**src/rtl/psw_debounce.sv**
```systemverilog
// rtl/psw_debounce.sv - push-switch synchroniser, tick-sampled debouncer and key encoder
module psw_debounce #(
   parameter int N_SW       = 14,
   parameter int SAMPLE_DIV = 250000,
   parameter int STABLE_CNT = 4,
   parameter bit ACTIVE_LOW = 1'b0
) (
   input  logic            CLK,
   input  logic            RST_X,
   input  logic [N_SW-1:0] PSW,
   output logic [N_SW-1:0] PSW_LEVEL,
   output logic [N_SW-1:0] PSW_PULSE,
   output logic            KEY_VALID,
   output logic [3:0]      KEY_CODE,
   output logic            KEY_MULTI
);

   localparam int DIV_W = $clog2(SAMPLE_DIV);
   localparam int CNT_W = $clog2(STABLE_CNT) + 1;
   localparam logic [DIV_W-1:0] DIV_LAST = DIV_W'(SAMPLE_DIV - 1);
   localparam logic [CNT_W-1:0] CNT_LAST = CNT_W'(STABLE_CNT - 1);

   // Polarity is normalised before synchronising so that reset value 0 always means released.
   logic [N_SW-1:0] norm;
   assign norm = ACTIVE_LOW ? ~PSW : PSW;

   logic [N_SW-1:0]            sync1_q, sync1_d;
   logic [N_SW-1:0]            sync2_q, sync2_d;
   logic [DIV_W-1:0]           pre_q, pre_d;
   logic                       tick;
   logic [N_SW-1:0][CNT_W-1:0] cnt_q, cnt_d;
   logic [N_SW-1:0]            level_q, level_d;
   logic [N_SW-1:0]            pulse_q, pulse_d;
   logic                       valid_q, valid_d;
   logic                       multi_q, multi_d;
   logic [3:0]                 code_q, code_d;

   // Two-stage synchroniser for the asynchronous switch pins.
   always_comb begin
      sync1_d = norm;
      sync2_d = sync1_q;
   end

   // Sample prescaler: tick is high for the last cycle of each SAMPLE_DIV period.
   always_comb begin
      tick  = (pre_q == DIV_LAST);
      pre_d = tick ? '0 : pre_q + DIV_W'(1);
   end

   // Per-switch stability counter; any tick agreeing with the current level restarts it.
   always_comb begin
      cnt_d   = cnt_q;
      level_d = level_q;
      if (tick) begin
         for (int i = 0; i < N_SW; i++) begin
            if (sync2_q[i] == level_q[i]) begin
               cnt_d[i] = '0;
            end else if (cnt_q[i] == CNT_LAST) begin
               level_d[i] = ~level_q[i];
               cnt_d[i]   = '0;
            end else begin
               cnt_d[i] = cnt_q[i] + CNT_W'(1);
            end
         end
      end
   end

   // Press strobes and key encoding, registered alongside the level so they line up.
   always_comb begin
      pulse_d = level_d & ~level_q;
      valid_d = |pulse_d;
      multi_d = |(pulse_d & (pulse_d - N_SW'(1)));
      code_d  = code_q;
      if (valid_d) begin
         for (int i = N_SW - 1; i >= 0; i--) begin
            if (pulse_d[i]) begin
               code_d = 4'(i);
            end
         end
      end
   end

   // State registers; everything returns to the released/idle state on reset.
   always_ff @(posedge CLK or negedge RST_X) begin
      if (!RST_X) begin
         sync1_q <= '0;
         sync2_q <= '0;
         pre_q   <= '0;
         cnt_q   <= '0;
         level_q <= '0;
         pulse_q <= '0;
         valid_q <= 1'b0;
         multi_q <= 1'b0;
         code_q  <= '0;
      end else begin
         sync1_q <= sync1_d;
         sync2_q <= sync2_d;
         pre_q   <= pre_d;
         cnt_q   <= cnt_d;
         level_q <= level_d;
         pulse_q <= pulse_d;
         valid_q <= valid_d;
         multi_q <= multi_d;
         code_q  <= code_d;
      end
   end

   assign PSW_LEVEL = level_q;
   assign PSW_PULSE = pulse_q;
   assign KEY_VALID = valid_q;
   assign KEY_CODE  = code_q;
   assign KEY_MULTI = multi_q;

endmodule

```
**config.mk**
```make
export PLATFORM = sky130hd
export DESIGN_NAME = psw_debounce
export DESIGN_NICKNAME = d
export VERILOG_FILES = /design/src/rtl/psw_debounce.sv
export SDC_FILE = /design/constraint.sdc
export NUM_CORES = 1
export LEC_CHECK = 0
export CAP_MARGIN = 20
export CORE_MARGIN = 1
export CORE_UTILIZATION = 45
export CTS_BUF_LIST = sky130_fd_sc_hd__clkbuf_4
export CTS_CLUSTER_DIAMETER = 120
export DETAILED_ROUTE_END_ITERATION = 8
export HOLD_SLACK_MARGIN = 0.12
export PLACE_DENSITY = 0.65
export SYNTH_ARGS = -nofsm -noshare
export SYNTH_HDL_FRONTEND = slang
export SYNTH_SLANG_ARGS = --single-unit
export TNS_END_PERCENT = 5
```
**constraint.sdc**
```tcl
create_clock -name CLK -period 2.3 [get_ports CLK]
set_input_delay 0.46 -clock CLK [delete_from_list [all_inputs] [get_ports CLK]]
set_output_delay 0.46 -clock CLK [all_outputs]
set_load 0.005 [all_outputs]
```
==> flow_summary.yaml <==
clock_tree:
  clk_pin_slew_ns: 0.11
  tritoncts: "yes"
  htreeDepth: 4
  root_buffer: "clkbuf_4"
  insertion_delay_ns: 0.52
  cts.path.max_buffers: 2
  cts.sinks: 122
  cts_buffers: 17
power:
  worst_ir_drop_vdd_v: 0.000501
  switching_share_pct: 21.1
  seqPwrFrac_pct: 55.8
  combPwrFrac_pct: 2.6
  power_density_nw_per_um2: 622
  power.internal_uw: 3090
  net-switching-power_uw: 829
  clock_power_share_pct: 41.6
  p_leak_uw: 0.00302
global_routing:
  gr-usage-all-layers_pct: 18.3
  grt_start_max_net_pins: 59
  grt_pass1_wl_um: 16500
  antenna_found_initial: 0
  gr-total-overflow: 0
  first_global_vias: 3414
finish:
  final_core_utilization_pct: 55.4
  final_net_count: 541
  fill_cells: 976
  num_antenna_cells: 0
  area_growth_syn_to_layout_pct: 20.2
  multi_input_area_um2: 2120
  design_area_um2: 6300
  drive_gt1_share_pct: 13.4
  final-seq-area_um2: 3050
synthesis:
  synth_top_cells_by_count: "122 x dfrtp_1, 50 x nor2_1, 29 x nand2_1, 18 x xnor2_1"
  syn-num-nets: 473
  async_flop_share_pct: 100
  ys_seq_area_share_pct: 58.2
  synthTopCellsByArea: "dfrtp_1 58%, ha_1 3.6%, nor2_1 3.6%, xnor2_1 3.0%, nand2_1 2.1%"
  synth.ff_latch_count: 122
  synth_ff_type: "dfrtp_1"
  syn_avg_cell_area_um2: 11.9
  syn-cell-area_um2: 5240
  ys.warnings.count: 0
  synth_cell_types: 63
  postSynthCellCount: 442
  synth_top_area_share_pct: 58.2
  yosysTopAreaCell: "dfrtp_1"
  synth_edf_count: 0
  yosysMostFrequentCell: "dfrtp_1"
sta:
  tns_ns: 0
  hold_ws_ns: 0.346
  slew_headroom_pct: 50.9
  max_slew.worst_pin.slew_ns: 0.727
  setup_viol: 0
  period_needed_ns: 2.06
  skew_ns: 0.0199
  period_share_pct: 89.7
  hold_viol_final: 0
  fmax_ghz: 0.485
  drv_slew: 0
  fin_ws_ns: 0.237
  rsz0062_at_grt: "no"
critical_path:
  crit_path_end_kind: "register"
  critPathSlowestCell: "dfrtp_1"
  crit_chain: "ha_1 > nor4bb_1 > nor4_4 > nand3_2 > o31ai_4 > inv_2 > o22a_1"
  worstPathRequired_ns: 2.71
  arrival_ns: 2.47
  critPathLaunchType: "register"
  path_class: "register to register"
  critPathBufInv: 1
  crit_family: "simple AND/OR/NAND/NOR gates"
  cpPeakStageDelay_ns: 0.41
  crit_fanout: 4
detailed_routing:
  drc: 0
  detail-route-antenna-nets: 0
  vias: 3508
  viasPerCell: 5.28
  firstDrtPassIters: 6
  wirelength_um: 9830
  drtIter0Drc: 194
  avgRoutedWirePerCell_um: 14.8
floorplan:
  die_h_um: 110
  start_util_pct: 46.1
  ios: 50
  row_count: 39
  dieArea_um2: 12100
  core_area_um2: 11400
  dieWidth_um: 110
status:
  status: "completed"
placement:
  place.gp.congestion: 0.773
  dp_hpwl_um: 6760
  place_area_um2: 5980
  place_ws_ns: 0.251
  io_buffers: 49
worst_hold_path:
  hold_class: "register to register"
flow_run:
  maxCapViolCount: 0
==> registers in the layout (all words and copies together), names as in the netlist <==
signal,count
cnt_q,42
KEY_CODE,4
sync2_q,14
PSW_LEVEL,14
KEY_MULTI,1
KEY_VALID,1
PSW_PULSE,14
sync1_q,14
pre_q,18
==> kinds of logic after synthesis <==
kind of cell	count (synthesis)	synth area share (%)
and+or+nand+nor	175	19.7
DFF	122	58.2
AOI/OAI and AO/OA	76	10.7
xor gates and xnor gates	28	4.68
buffers and inverters	18	1.41
adders and majority gates	15	3.58
muxes	8	1.72
==> through the flow <==
stage	total power, uW	cells
floorplan	2250	442
global route	4080	665
finish	3920	665
global placement	2330	633
detailed placement	2330	633
CTS	3980	665
==> worst paths after layout <==
path	startpoint	end	slack, ns	cells after the start
worst max-delay path	cnt_q[9]	KEY_CODE[0]	0.24	7
worst min-delay path	sync1_q[12]	sync2_q[12]	0.35	0
worst max register to register	cnt_q[9]	KEY_CODE[0]	0.24	7
worst min register to register	sync1_q[12]	sync2_q[12]	0.35	0
max in group asynchronous	RST_X	cnt_q[40]	1.24	3
min in group asynchronous	RST_X	cnt_q[5]	0.36	2
==> power by group through the flow <==
stage          combinational [uW]  sequential (uW)  clock, uW
5_1_grt                       119             2190       1770
6_report                      102             2180       1630
4_1_cts                       107             2190       1680
3_5_place_dp                  106             2230          0
2_1_floorplan                26.1             2220          0
3_3_place_gp                  104             2230          0
==> area by class of cell <==
class,instances,area share [%]
Sequential cell,122,48.5
Tap cell,143,2.84
Clock buffer,20,2.38
Timing Repair Buffer,62,9.93
Clock inverter,11,2.42
Inverter,5,0.298
Multi-Input combinational cell,302,33.7
==> layer usage <==
layer	up-vias	global-route usage (%)	wire [um]
li1	1710	-	-
met1	1712	24.0	4660
met2	71	28.2	4550
met3	15	5.63	457
met4	0	7.52	165
met5	-	0	0
==> layout by cell type (no fill, tap or decap), drive strengths merged, types with 8 or more instances in the layout <==
cell type / count
nor2: 50
xor2: 10
a21o: 14
clkbuf: 20
nand2b: 9
o21a: 12
and2: 11
nand3: 13
ha: 15
buf: 13
xnor2: 18
nor4: 8
mux2: 8
dfrtp: 122
nand2: 29
clkdlybuf4s50: 48
o21ai: 15
==> repair_timing <==
action | in CTS | in global routing
endpoints found under the setup margin | 0 | 1
hold endpoints to repair | 19 | 0
hold buffers | 1 | 0
gates resized for setup | 0 | 1
setup buffers | 0 | 0
Power figures use the tool's default switching activity.
